**config.mk**
```make
export PLATFORM = sky130hd
export DESIGN_NAME = multi_ball_engine_flat
export DESIGN_NICKNAME = d
export VERILOG_FILES = /design/src/rtl/multi_ball_engine_if.sv /design/src/rtl/multi_ball_engine.sv /design/src/flat_wrapper.sv
export SDC_FILE = /design/constraint.sdc
export NUM_CORES = 2
export LEC_CHECK = 0
export BUFFER_PORTS_ARGS = -buffer_cell sky130_fd_sc_hd__buf_2
export CAP_MARGIN = 25
export CORE_UTILIZATION = 60
export DETAILED_ROUTE_END_ITERATION = 10
export GPL_TIMING_DRIVEN = 0
export MAX_ROUTING_LAYER = met4
export PLACE_DENSITY_LB_ADDON = 0.08
export SYNTH_ARGS = -nofsm -noshare
export SYNTH_HDL_FRONTEND = slang
export SYNTH_SLANG_ARGS = --single-unit
export TNS_END_PERCENT = 1
```
**constraint.sdc**
```tcl
create_clock -name Clk -period 13.2 [get_ports Clk]
set_input_delay 0.66 -clock Clk [delete_from_list [all_inputs] [get_ports Clk]]
set_output_delay 0.66 -clock Clk [all_outputs]
set_load 0.03 [all_outputs]
```
**src/rtl/multi_ball_engine_if.sv**
```systemverilog
// Bus bundle between vga_controller/keyboard side and multi_ball_engine:
// sync/raster/key inputs plus RGB, selected-ball index and busy flag.
interface multi_ball_engine_if #(
  parameter int COORD_W = 10,
  parameter int SEL_W   = 2
);
  logic               vs;
  logic               blank;
  logic [COORD_W-1:0] DrawX;
  logic [COORD_W-1:0] DrawY;
  logic [7:0]         keycode;
  logic [7:0]         Red;
  logic [7:0]         Green;
  logic [7:0]         Blue;
  logic [SEL_W-1:0]   sel;
  logic               busy;

  modport master (
    output vs, blank, DrawX, DrawY, keycode,
    input  Red, Green, Blue, sel, busy
  );

  modport slave (
    input  vs, blank, DrawX, DrawY, keycode,
    output Red, Green, Blue, sel, busy
  );
endinterface

```
**src/rtl/multi_ball_engine.sv**
```systemverilog
// N_BALLS bouncing balls updated once per frame, with a registered RGB pixel path.
// Define SEL_HIGHLIGHT_EN to draw the selected ball white when it wins the pixel.
module multi_ball_engine #(
  parameter int N_BALLS   = 4,
  parameter int COORD_W   = 10,
  parameter int X_MAX     = 639,
  parameter int Y_MAX     = 479,
  parameter int BALL_SIZE = 4,
  parameter int STEP      = 1
) (
  input logic                  Clk,
  input logic                  Reset,
  multi_ball_engine_if.slave   bus
);

  localparam int SEL_W = (N_BALLS > 1) ? $clog2(N_BALLS) : 1;
  localparam int DW    = 2 * COORD_W + 1;
  localparam int PW    = 2 * DW;

  localparam logic [COORD_W-1:0] P_STEP   = COORD_W'(STEP);
  localparam logic [COORD_W-1:0] N_STEP   = COORD_W'(-STEP);
  localparam logic [SEL_W-1:0]   LAST_IDX = SEL_W'(N_BALLS - 1);

  localparam logic [7:0] KEY_W     = 8'h1A;
  localparam logic [7:0] KEY_S     = 8'h16;
  localparam logic [7:0] KEY_A     = 8'h04;
  localparam logic [7:0] KEY_D     = 8'h07;
  localparam logic [7:0] KEY_SPACE = 8'h2C;

  typedef enum logic [1:0] {
    S_IDLE,
    S_KEY,
    S_UPDATE
  } state_t;

  state_t r_state;
  state_t w_stateNext;

  logic [COORD_W-1:0]        r_x  [N_BALLS];
  logic [COORD_W-1:0]        r_y  [N_BALLS];
  logic signed [COORD_W-1:0] r_vx [N_BALLS];
  logic signed [COORD_W-1:0] r_vy [N_BALLS];

  logic [SEL_W-1:0] r_sel;
  logic [SEL_W-1:0] r_idx;
  logic             r_prevSpace;
  logic             r_vs;
  logic             r_vsPrev;
  logic [23:0]      r_rgb;

  logic             w_tick;
  logic             w_busy;
  logic             w_doKey;
  logic             w_doUpdate;
  logic [SEL_W-1:0] w_selNext;

  logic [COORD_W-1:0]        w_curX;
  logic [COORD_W-1:0]        w_curY;
  logic signed [COORD_W-1:0] w_curVx;
  logic signed [COORD_W-1:0] w_curVy;
  logic signed [COORD_W-1:0] w_nvx;
  logic signed [COORD_W-1:0] w_nvy;
  logic [COORD_W-1:0]        w_nx;
  logic [COORD_W-1:0]        w_ny;

  logic [N_BALLS-1:0] w_hitVec;
  logic [23:0]        w_rgb;
  logic               w_found;

  function automatic logic [COORD_W-1:0] initX(input int i);
    return COORD_W'((X_MAX * (i + 1)) / (N_BALLS + 1));
  endfunction

  function automatic logic [23:0] palette(input int i);
    logic [23:0] c;
    case (i % 4)
      0:       c = 24'hFF5500;
      1:       c = 24'h00FF00;
      2:       c = 24'h00FFFF;
      default: c = 24'hFF00FF;
    endcase
    return c;
  endfunction

  // Frame tick is the falling edge of the registered vs.
  always_ff @(posedge Clk or negedge Reset) begin
    if (!Reset) begin
      r_vs     <= 1'b0;
      r_vsPrev <= 1'b0;
    end else begin
      r_vs     <= bus.vs;
      r_vsPrev <= r_vs;
    end
  end

  assign w_tick = r_vsPrev & ~r_vs;

  always_ff @(posedge Clk or negedge Reset) begin
    if (!Reset) begin
      r_state <= S_IDLE;
    end else begin
      r_state <= w_stateNext;
    end
  end

  always_comb begin
    w_stateNext = r_state;
    w_busy      = 1'b0;
    w_doKey     = 1'b0;
    w_doUpdate  = 1'b0;
    case (r_state)
      S_IDLE: begin
        if (w_tick) begin
          w_stateNext = S_KEY;
        end
      end
      S_KEY: begin
        w_busy      = 1'b1;
        w_doKey     = 1'b1;
        w_stateNext = S_UPDATE;
      end
      S_UPDATE: begin
        w_busy     = 1'b1;
        w_doUpdate = 1'b1;
        if (r_idx == LAST_IDX) begin
          w_stateNext = S_IDLE;
        end
      end
      default: begin
        w_stateNext = S_IDLE;
      end
    endcase
  end

  assign w_selNext = (r_sel == LAST_IDX) ? '0 : r_sel + 1'b1;

  // Bounce checks run in order (y then x) and the move uses the post-bounce velocity.
  always_comb begin
    w_curX  = r_x[r_idx];
    w_curY  = r_y[r_idx];
    w_curVx = r_vx[r_idx];
    w_curVy = r_vy[r_idx];

    w_nvy = w_curVy;
    if ((({1'b0, w_curY} + (COORD_W+1)'(BALL_SIZE)) >= (COORD_W+1)'(Y_MAX)) &&
        !w_nvy[COORD_W-1] && (w_nvy != '0)) begin
      w_nvy = N_STEP;
    end
    if ((w_curY <= COORD_W'(BALL_SIZE)) && w_nvy[COORD_W-1]) begin
      w_nvy = P_STEP;
    end

    w_nvx = w_curVx;
    if ((({1'b0, w_curX} + (COORD_W+1)'(BALL_SIZE)) >= (COORD_W+1)'(X_MAX)) &&
        !w_nvx[COORD_W-1] && (w_nvx != '0)) begin
      w_nvx = N_STEP;
    end
    if ((w_curX <= COORD_W'(BALL_SIZE)) && w_nvx[COORD_W-1]) begin
      w_nvx = P_STEP;
    end

    w_nx = w_curX + $unsigned(w_nvx);
    w_ny = w_curY + $unsigned(w_nvy);
  end

  always_ff @(posedge Clk or negedge Reset) begin
    if (!Reset) begin
      for (int i = 0; i < N_BALLS; i++) begin
        r_x[i]  <= initX(i);
        r_y[i]  <= COORD_W'(Y_MAX / 2);
        r_vx[i] <= P_STEP;
        r_vy[i] <= ((i % 2) == 0) ? P_STEP : N_STEP;
      end
      r_sel       <= '0;
      r_idx       <= '0;
      r_prevSpace <= 1'b0;
    end else begin
      if (w_doKey) begin
        case (bus.keycode)
          KEY_W: begin
            r_vx[r_sel] <= '0;
            r_vy[r_sel] <= N_STEP;
          end
          KEY_S: begin
            r_vx[r_sel] <= '0;
            r_vy[r_sel] <= P_STEP;
          end
          KEY_A: begin
            r_vx[r_sel] <= N_STEP;
            r_vy[r_sel] <= '0;
          end
          KEY_D: begin
            r_vx[r_sel] <= P_STEP;
            r_vy[r_sel] <= '0;
          end
          KEY_SPACE: begin
            if (!r_prevSpace) begin
              r_sel <= w_selNext;
            end
          end
          default: begin
          end
        endcase
        r_prevSpace <= (bus.keycode == KEY_SPACE);
        r_idx       <= '0;
      end
      if (w_doUpdate) begin
        r_x[r_idx]  <= w_nx;
        r_y[r_idx]  <= w_ny;
        r_vx[r_idx] <= w_nvx;
        r_vy[r_idx] <= w_nvy;
        r_idx       <= r_idx + 1'b1;
      end
    end
  end

  for (genvar g = 0; g < N_BALLS; g++) begin : g_hit
    logic signed [DW-1:0] w_dx;
    logic signed [DW-1:0] w_dy;
    logic signed [PW-1:0] w_d2;

    assign w_dx = $signed({{(DW-COORD_W){1'b0}}, bus.DrawX}) -
                  $signed({{(DW-COORD_W){1'b0}}, r_x[g]});
    assign w_dy = $signed({{(DW-COORD_W){1'b0}}, bus.DrawY}) -
                  $signed({{(DW-COORD_W){1'b0}}, r_y[g]});
    assign w_d2 = w_dx * w_dx + w_dy * w_dy;
    assign w_hitVec[g] = (w_d2 <= $signed(PW'(BALL_SIZE * BALL_SIZE)));
  end

  // Lowest-index hitting ball wins; blanking forces black.
  always_comb begin
    w_rgb   = 24'h000040;
    w_found = 1'b0;
    for (int i = 0; i < N_BALLS; i++) begin
      if (!w_found && w_hitVec[i]) begin
        w_found = 1'b1;
        w_rgb   = palette(i);
`ifdef SEL_HIGHLIGHT_EN
        if (SEL_W'(i) == r_sel) begin
          w_rgb = 24'hFFFFFF;
        end
`endif
      end
    end
    if (!bus.blank) begin
      w_rgb = 24'h000000;
    end
  end

  always_ff @(posedge Clk or negedge Reset) begin
    if (!Reset) begin
      r_rgb <= 24'h000000;
    end else begin
      r_rgb <= w_rgb;
    end
  end

  assign bus.Red   = r_rgb[23:16];
  assign bus.Green = r_rgb[15:8];
  assign bus.Blue  = r_rgb[7:0];
  assign bus.sel   = r_sel;
  assign bus.busy  = w_busy;

endmodule

```
**src/flat_wrapper.sv**
```systemverilog
// flat-port wrapper written by rule: the top's interface ports become plain ports
module multi_ball_engine_flat 
#(
  parameter int N_BALLS   = 4,
  parameter int COORD_W   = 10,
  parameter int X_MAX     = 639,
  parameter int Y_MAX     = 479,
  parameter int BALL_SIZE = 4,
  parameter int STEP      = 1
)
  (Clk, Reset, bus_vs, bus_blank, bus_DrawX, bus_DrawY, bus_keycode, bus_Red, bus_Green, bus_Blue, bus_sel, bus_busy);
  multi_ball_engine_if #(.COORD_W(COORD_W), .SEL_W((2))) bus_i ();
  input logic Clk;
  input logic Reset;
  input wire logic [$bits(bus_i.vs)-1:0] bus_vs;
  input wire logic [$bits(bus_i.blank)-1:0] bus_blank;
  input wire logic [$bits(bus_i.DrawX)-1:0] bus_DrawX;
  input wire logic [$bits(bus_i.DrawY)-1:0] bus_DrawY;
  input wire logic [$bits(bus_i.keycode)-1:0] bus_keycode;
  output wire logic [$bits(bus_i.Red)-1:0] bus_Red;
  output wire logic [$bits(bus_i.Green)-1:0] bus_Green;
  output wire logic [$bits(bus_i.Blue)-1:0] bus_Blue;
  output wire logic [$bits(bus_i.sel)-1:0] bus_sel;
  output wire logic [$bits(bus_i.busy)-1:0] bus_busy;
  assign bus_i.vs = bus_vs;
  assign bus_i.blank = bus_blank;
  assign bus_i.DrawX = bus_DrawX;
  assign bus_i.DrawY = bus_DrawY;
  assign bus_i.keycode = bus_keycode;
  assign bus_Red = bus_i.Red;
  assign bus_Green = bus_i.Green;
  assign bus_Blue = bus_i.Blue;
  assign bus_sel = bus_i.sel;
  assign bus_busy = bus_i.busy;
  multi_ball_engine #(.N_BALLS(N_BALLS), .COORD_W(COORD_W), .X_MAX(X_MAX), .Y_MAX(Y_MAX), .BALL_SIZE(BALL_SIZE), .STEP(STEP)) u_core (.Clk(Clk), .Reset(Reset), .bus(bus_i));
endmodule
```
* Word level (Yosys, flattened, before mapping)
Index checks and enable logic that the tools add are counted.
** Operators by class
- Equality and inequality tests :: 11
- Bitwise logic cells :: 15
- Multiply operators :: 8
- Muxes and demuxes :: 47
- Add/sub/neg operators :: 18
- Reductions and logical operators :: 25
- Magnitude comparators :: 12
** Operators by type and width (count)
- case mux 40 bit (3 select lines) :: 2
- multiplier 11 x 11 -> 22 bit :: 8
- adder 42 bit :: 4
- less-or-equal comparator 42 x 6 -> 1 bit (second input constant) :: 4
- bitwise mux 40 bit :: 4
- two-way mux 40 bit :: 4
- two-way mux 10 bit :: 14
- two-way mux 24 bit :: 5
- subtractor 10 x 10 -> 11 bit :: 8
- bitwise AND 40 bit :: 2
- binary-select mux 10 bit (select 2 bit) :: 4
- bitwise OR 40 bit :: 2
- bitwise AND 36 bit :: 2
- demux 10 bit (select 2 bit) :: 2
- NOT 40 bit :: 1
- NOT 36 bit :: 1
- adder 10 x 3 -> 11 bit (second input constant) :: 2
- adder 10 bit :: 2
- less-or-equal comparator 10 x 3 -> 1 bit (second input constant) :: 2
- nonzero test 10 bit :: 2
- == test 8 x 3 -> 1 bit (second input constant) :: 2
- == test 8 x 5 -> 1 bit (second input constant) :: 2
- greater-or-equal comparator 11 x 10 -> 1 bit (second input constant) :: 1
- greater-or-equal comparator 11 x 9 -> 1 bit (second input constant) :: 1
- 21 further kinds :: 55
** Storage, ports and cells
- Logic and storage cells :: 159
- Register bits :: 193
- Input port bits :: 32
- Output and inout bits :: 27

* Logic depth before layout (Yosys ltp)
- Word-level depth :: 15
- Mapped depth :: 45
- Depth with buffers taken out :: 44

* Least setup slack after synthesis
No wires, ideal clock.
- Kind :: in2reg
- From :: in bus_DrawY[0]
- To :: reg u_core.r_rgb[7]
- Library setup time :: 87 ps
- Stages on the path :: 43
- Data required time :: 13113 ps
- Buffers on the path :: 1
- Path slack :: 2652 ps
- Arrival :: 10461 ps
- Cells stage by stage :: inv_1 -> ha_1 -> fa_1 -> nor2b_1 -> o21ai_0 -> a21boi_0 -> o21ai_0 -> a21boi_0 -> o21ai_0 -> a21boi_0 -> o21ai_0 -> nand2b_1 -> clkbuf_1 -> nor2_1 -> fa_1 -> inv_1 -> fa_1 -> inv_1 -> [7 not listed] -> o21ai_0 -> o31ai_1 -> o41ai_1 -> o21ai_0 -> o21a_1 -> nor2_1 -> xnor2_1 -> ha_1 -> inv_2 -> a22o_1 -> a221o_1 -> or4_1 -> or4b_1 -> or4_1 -> or4_4 -> a211oi_1 -> nor2_1 -> a211oi_2
** Between the ends
- Word-level cells in the longest chain between the ends :: 15
- Elaborated cells between the ends (all ways) :: 29
- Classes of those cells :: add/sub: 8; mul: 4; order compare: 4; mux: 7; reduce/logical: 6
** RTL lines
- from (decl) :: RTL line flat_wrapper.sv:18 : input wire logic [$bits(bus_i.DrawY)-1:0] bus_DrawY;
- subtractor 10 x 10 -> 11 bit :: RTL line multi_ball_engine.sv:224 : assign w_dy = $signed({{(DW-COORD_W){1'b0}}, bus.DrawY}) -
- multiplier 11 x 11 -> 22 bit :: RTL line multi_ball_engine.sv:226 : assign w_d2 = w_dx * w_dx + w_dy * w_dy;
- adder 42 bit :: RTL line multi_ball_engine.sv:226
- less-or-equal comparator 42 x 6 -> 1 bit :: RTL line multi_ball_engine.sv:227 : assign w_hitVec[g] = (w_d2 <= $signed(PW'(BALL_SIZE * BALL_SIZE)));
- two-way mux 1 bit :: RTL line multi_ball_engine.sv:235 : if (!w_found && w_hitVec[i]) begin
- logical NOT 1 bit :: RTL line multi_ball_engine.sv:235
- logical AND 1 bit :: RTL line multi_ball_engine.sv:235
- two-way mux 1 bit :: RTL line multi_ball_engine.sv:235
- logical NOT 1 bit :: RTL line multi_ball_engine.sv:235
- logical AND 1 bit :: RTL line multi_ball_engine.sv:235
- two-way mux 1 bit :: RTL line multi_ball_engine.sv:235
- logical NOT 1 bit :: RTL line multi_ball_engine.sv:235
- logical AND 1 bit :: RTL line multi_ball_engine.sv:235
- two-way mux 24 bit * :: RTL line multi_ball_engine.sv:235
- two-way mux 24 bit * :: RTL line multi_ball_engine.sv:245 : if (!bus.blank) begin
- to (signal assigned) :: RTL line multi_ball_engine.sv:254 : r_rgb <= w_rgb;
- to (decl) :: RTL line multi_ball_engine.sv:49 : logic [23:0] r_rgb;
Every way passes the cells marked *; elsewhere a longest branch is shown, timed or not.
A chain may end at the register's enable or synchronous reset.

* Worst setup path after layout
- From :: reg u_core.r_y[1] (netlist name)
- To :: reg u_core.r_rgb[7]
** Between the ends
- Word-level cells in the longest chain between the ends :: 7
** RTL lines
- from (decl) :: RTL line multi_ball_engine.sv:40 : logic [COORD_W-1:0] r_y [N_BALLS];
- from (signal, indexed assignment) :: RTL line multi_ball_engine.sv:170 : r_y[i] <= COORD_W'(Y_MAX / 2);
- from (signal, indexed assignment) :: RTL line multi_ball_engine.sv:209 : r_y[r_idx] <= w_ny;
- subtractor 10 x 10 -> 11 bit :: RTL line multi_ball_engine.sv:224
- multiplier 11 x 11 -> 22 bit :: RTL line multi_ball_engine.sv:226
- adder 42 bit :: RTL line multi_ball_engine.sv:226
- less-or-equal comparator 42 x 6 -> 1 bit :: RTL line multi_ball_engine.sv:227
- logical AND 1 bit :: RTL line multi_ball_engine.sv:235
- two-way mux 24 bit :: RTL line multi_ball_engine.sv:235
- two-way mux 24 bit :: RTL line multi_ball_engine.sv:245
No other way between the ends.

==> run_results.csv <==
group,metric,value,unit
floorplan,placeableCoreArea,82000,um^2
worst_setup_path,rrSetupSlack,0.83,ns
global_routing,track_usage,31.0,%
global_routing,grt_remaining_overflow,0,
drt,route.detailed.drc,0,
synthesis,synth-seq-cells,174,
cells_and_area,synthToLayoutAreaGrowth,4.88,%
timing,setup_viol,0,
drt,vias_per_cell,5.47,
worst_setup_path,slowest_stage,"a21boi_0",
synthesis,yosysSeqAreaShare,9.00,%
clock_tree,clk_path_buf_depth,2,
worst_setup_path,critPathLaunch,"u_core.r_y[1]",
placement,post-place-cells,6903,
timing,max_slew_margin,26.8,%
synthesis,synthDistinctLibCells,81,
timing,slew_viol_final,0,
worst_setup_path,timing.rr.start,"u_core.r_y[1]",
drt,dr_total_vias,38000,
synthesis,synth_area,49600,um^2
clock_tree,cts_resized,0,
drt,ant_nets,0,
clock_tree,cts_buffers,17,
global_routing,gr-max-usage-layer,"met2",
placement,gp_congestion,0.954,
worst_setup_path,arrival,12.77,ns
global_routing,grt_pass1_wl,199000,um
floorplan,start_util,60.5,%
placement,dp.final_hpwl,103000,um
floorplan,io_pins,59,
timing,rsz0062_at_grt,"false",
floorplan,dieHeight,289,um
cells_and_area,fillerInstances,7205,
worst_setup_path,critPathKind,"reg2reg",
cells_and_area,layout.area.seq,4460,um^2
floorplan,fp.dieArea,83800,um^2
cells_and_area,drive_gt1_share,5.40,%
clock_tree,post_cts_buffers,0,
outcome,status,"completed",
global_routing,grt_use_met2,47.5,%
synthesis,synthCells,5768,
clock_tree,cts.htree.levels,4,
timing,tightest_slew,1.09,ns
clock_tree,cts_tree,"built",
timing,finClkSkew,0.0286,ns
synthesis,async_flop_share,100,%
global_routing,grt_max_degree,106,
global_routing,antenna_found_initial,8,
clock_tree,clockRootBuffer,"clkbuf_16",
synthesis,syn_area_per_cell,8.59,um^2
clock_tree,clkSinkCount,174,
clock_tree,postCtsHoldBufs,0,
clock_tree,clk_latency,0.48,ns
job,max_cap_violations,0,
floorplan,row_count,105,
cells_and_area,postLayoutCoreUtil,63.4,%
floorplan,die_w,289,um
timing,min_period,12.37,ns
synthesis,yosys_warnings,0,
worst_setup_path,startpoint_type,"flip-flop",
placement,place_area,51300,um^2
drt,drt_iter0_drc,2441,
global_routing,met1_usage,43.2,%
clock_tree,clk_pin_slew,0.10,ns
worst_setup_path,path_max_fanout,8,
drt,dr.pass1.iters,5,
cells_and_area,final_nets,7285,
timing,layout_worst_path_cycle_share,93.7,%
cells_and_area,multi_input_comb_area,39200,um^2
worst_setup_path,critPathCaptureType,"flip-flop",
timing,final-hold-violation-count,0,
drt,finalWirelength,120000,um
timing,fmax,80.8,MHz
global_routing,grt_use_met3,5.54,%
synthesis,syn-num-nets,7198,
worst_setup_path,cp.required,13.60,ns
timing,finalSetupTns,0,ns
placement,port_buffers,58,
synthesis,synth_edf_count,0,
drt,wl_per_cell,17.3,um
global_routing,grt_pass1_vias,38800,
cells_and_area,fin_cells,6946,
synthesis,synth_flop_cell,"dfrtp_1",
min_path,hold_path.class,"in2async",
cells_and_area,finalInstanceArea,52000,um^2
worst_setup_path,critical-path-max-stage-delay,0.69,ns
==> critical path, delay by kind of cell, from the launching register on <==
| kind | cells | cell delay, ns |
|---|---|---|
| AOI/OAI and AO/OA | 15 | 3.67 |
| adders and majority gates | 8 | 3.58 |
| and+or+nand+nor | 11 | 3.48 |
| buffers and inverters | 8 | 0.87 |
| DFF | 1 | 0.59 |
| xor gates and xnor gates | 1 | 0.09 |
==> cell type report <==
cell class	instances	share of cell area (%)
Clock inverter	15	0.431
Antenna cell	8	0.0385
Timing Repair Buffer	68	0.763
Tap cell	1070	2.57
Sequential cell	174	8.58
Clock buffer	17	0.818
Multi-Input combinational cell	4032	75.4
Inverter	1438	10.4
Buffer	124	1.05
==> per-layer routing <==
metal	vias up	part of all wire, %
met5	-	0
met4	0	2.2
met3	167	7.5
met2	1072	45
met1	18600	46
li1	18200	-
==> Yosys cell counts, drive strengths merged, types with 9 or more instances <==
| cell | number | area [um^2] |
|---|---|---|
| o2111ai | 11 | 96.3 |
| nand2 | 479 | 1800 |
| mux2i | 22 | 220 |
| inv | 1426 | 5350 |
| a31o | 13 | 114 |
| a21oi | 186 | 931 |
| a21boi | 37 | 278 |
| o22ai | 49 | 307 |
| o211ai | 9 | 67.6 |
| clkbuf | 96 | 360 |
| nand3 | 59 | 295 |
| nor2 | 538 | 2020 |
| or2 | 35 | 219 |
| and2 | 20 | 125 |
| nor3 | 51 | 255 |
| o21a | 32 | 240 |
| nor4 | 19 | 119 |
| nor2b | 64 | 400 |
| a31oi | 15 | 93.8 |
| or3 | 21 | 131 |
| o21ai | 279 | 1400 |
| dfstp | 86 | 2260 |
| buf | 28 | 185 |
| xnor2 | 216 | 1900 |
| o31ai | 15 | 113 |
| ha | 558 | 6980 |
| and3 | 19 | 119 |
| o41ai | 11 | 104 |
| nand4b | 10 | 87.6 |
| dfrtp | 88 | 2200 |
| xor2 | 67 | 587 |
| nand2b | 54 | 338 |
| fa | 840 | 16800 |
| o21bai | 22 | 165 |
| a21o | 82 | 616 |
| clkinv | 12 | 45.0 |
| mux4 | 40 | 901 |
| nand4 | 21 | 131 |
| a211oi | 25 | 193 |
| a221oi | 9 | 78.8 |
==> flip-flops by register name (all words and copies together) (netlist names) <==
signal / flops
u_core.r_x: 40
u_core.r_vy: 40
u_core.r_vsPrev: 1
u_core.r_vx: 40
u_core.r_rgb: 5
u_core.r_idx: 2
u_core.bus.sel: 2
u_core.r_vs: 1
u_core.r_y: 40
u_core.r_prevSpace: 1
u_core.r_state: 2
==> metrics by stage <==
| step | setup WS, ns | hold WS [ns] |
|---|---|---|
| finish | 0.827 | 0.131 |
| global route | 0.172 | 0.168 |
| CTS | 0.810 | 0.161 |
| detailed placement | 0.579 | 0.362 |
| global placement | 0.404 | 0.357 |
| floorplan | 2.65 | 0.346 |
==> cells by family (layout without fill, tap and decap cells) <==
kind of cell / count (synthesis) / in the layout / synth area share (%)
adders and majority gates: 1398 / 1398 / 48.0
buffers and inverters: 1562 / 1662 / 12.0
AOI/OAI and AO/OA: 858 / 858 / 10.8
muxes: 69 / 69 / 2.42
xor gates and xnor gates: 283 / 283 / 5.01
and+or+nand+nor: 1424 / 1424 / 12.8
DFF: 174 / 174 / 9.00
other: 0 / 8 / 0
==> final timing paths <==
check,endpoint,cells after the start
min in group Clk,u_core.r_vs,1
max in group asynchronous,u_core.r_vy[17],2
min reg2reg,u_core.r_vsPrev,0
max reg2reg,u_core.r_rgb[7],43
max,u_core.r_rgb[7],43
min,u_core.r_vsPrev,1
==> cell usage in the layout (no fill, tap or decap), types with 67 or more instances in the layout <==
cell type | Yosys | routed
nor2_1 | 537 | 537
fa_1 | 840 | 840
dfrtp_1 | 88 | 88
o21ai_0 | 275 | 275
xor2_1 | 67 | 67
a21o_1 | 82 | 82
xnor2_1 | 215 | 215
clkbuf_1 | 96 | 96
nand2_1 | 479 | 479
a21oi_1 | 186 | 186
ha_1 | 558 | 558
inv_1 | 1424 | 1424
dfstp_2 | 86 | 86
Power is left out: the tool's default activity adds up to more than one toggle a clock period on the data nets, which glitch-free logic cannot reach.
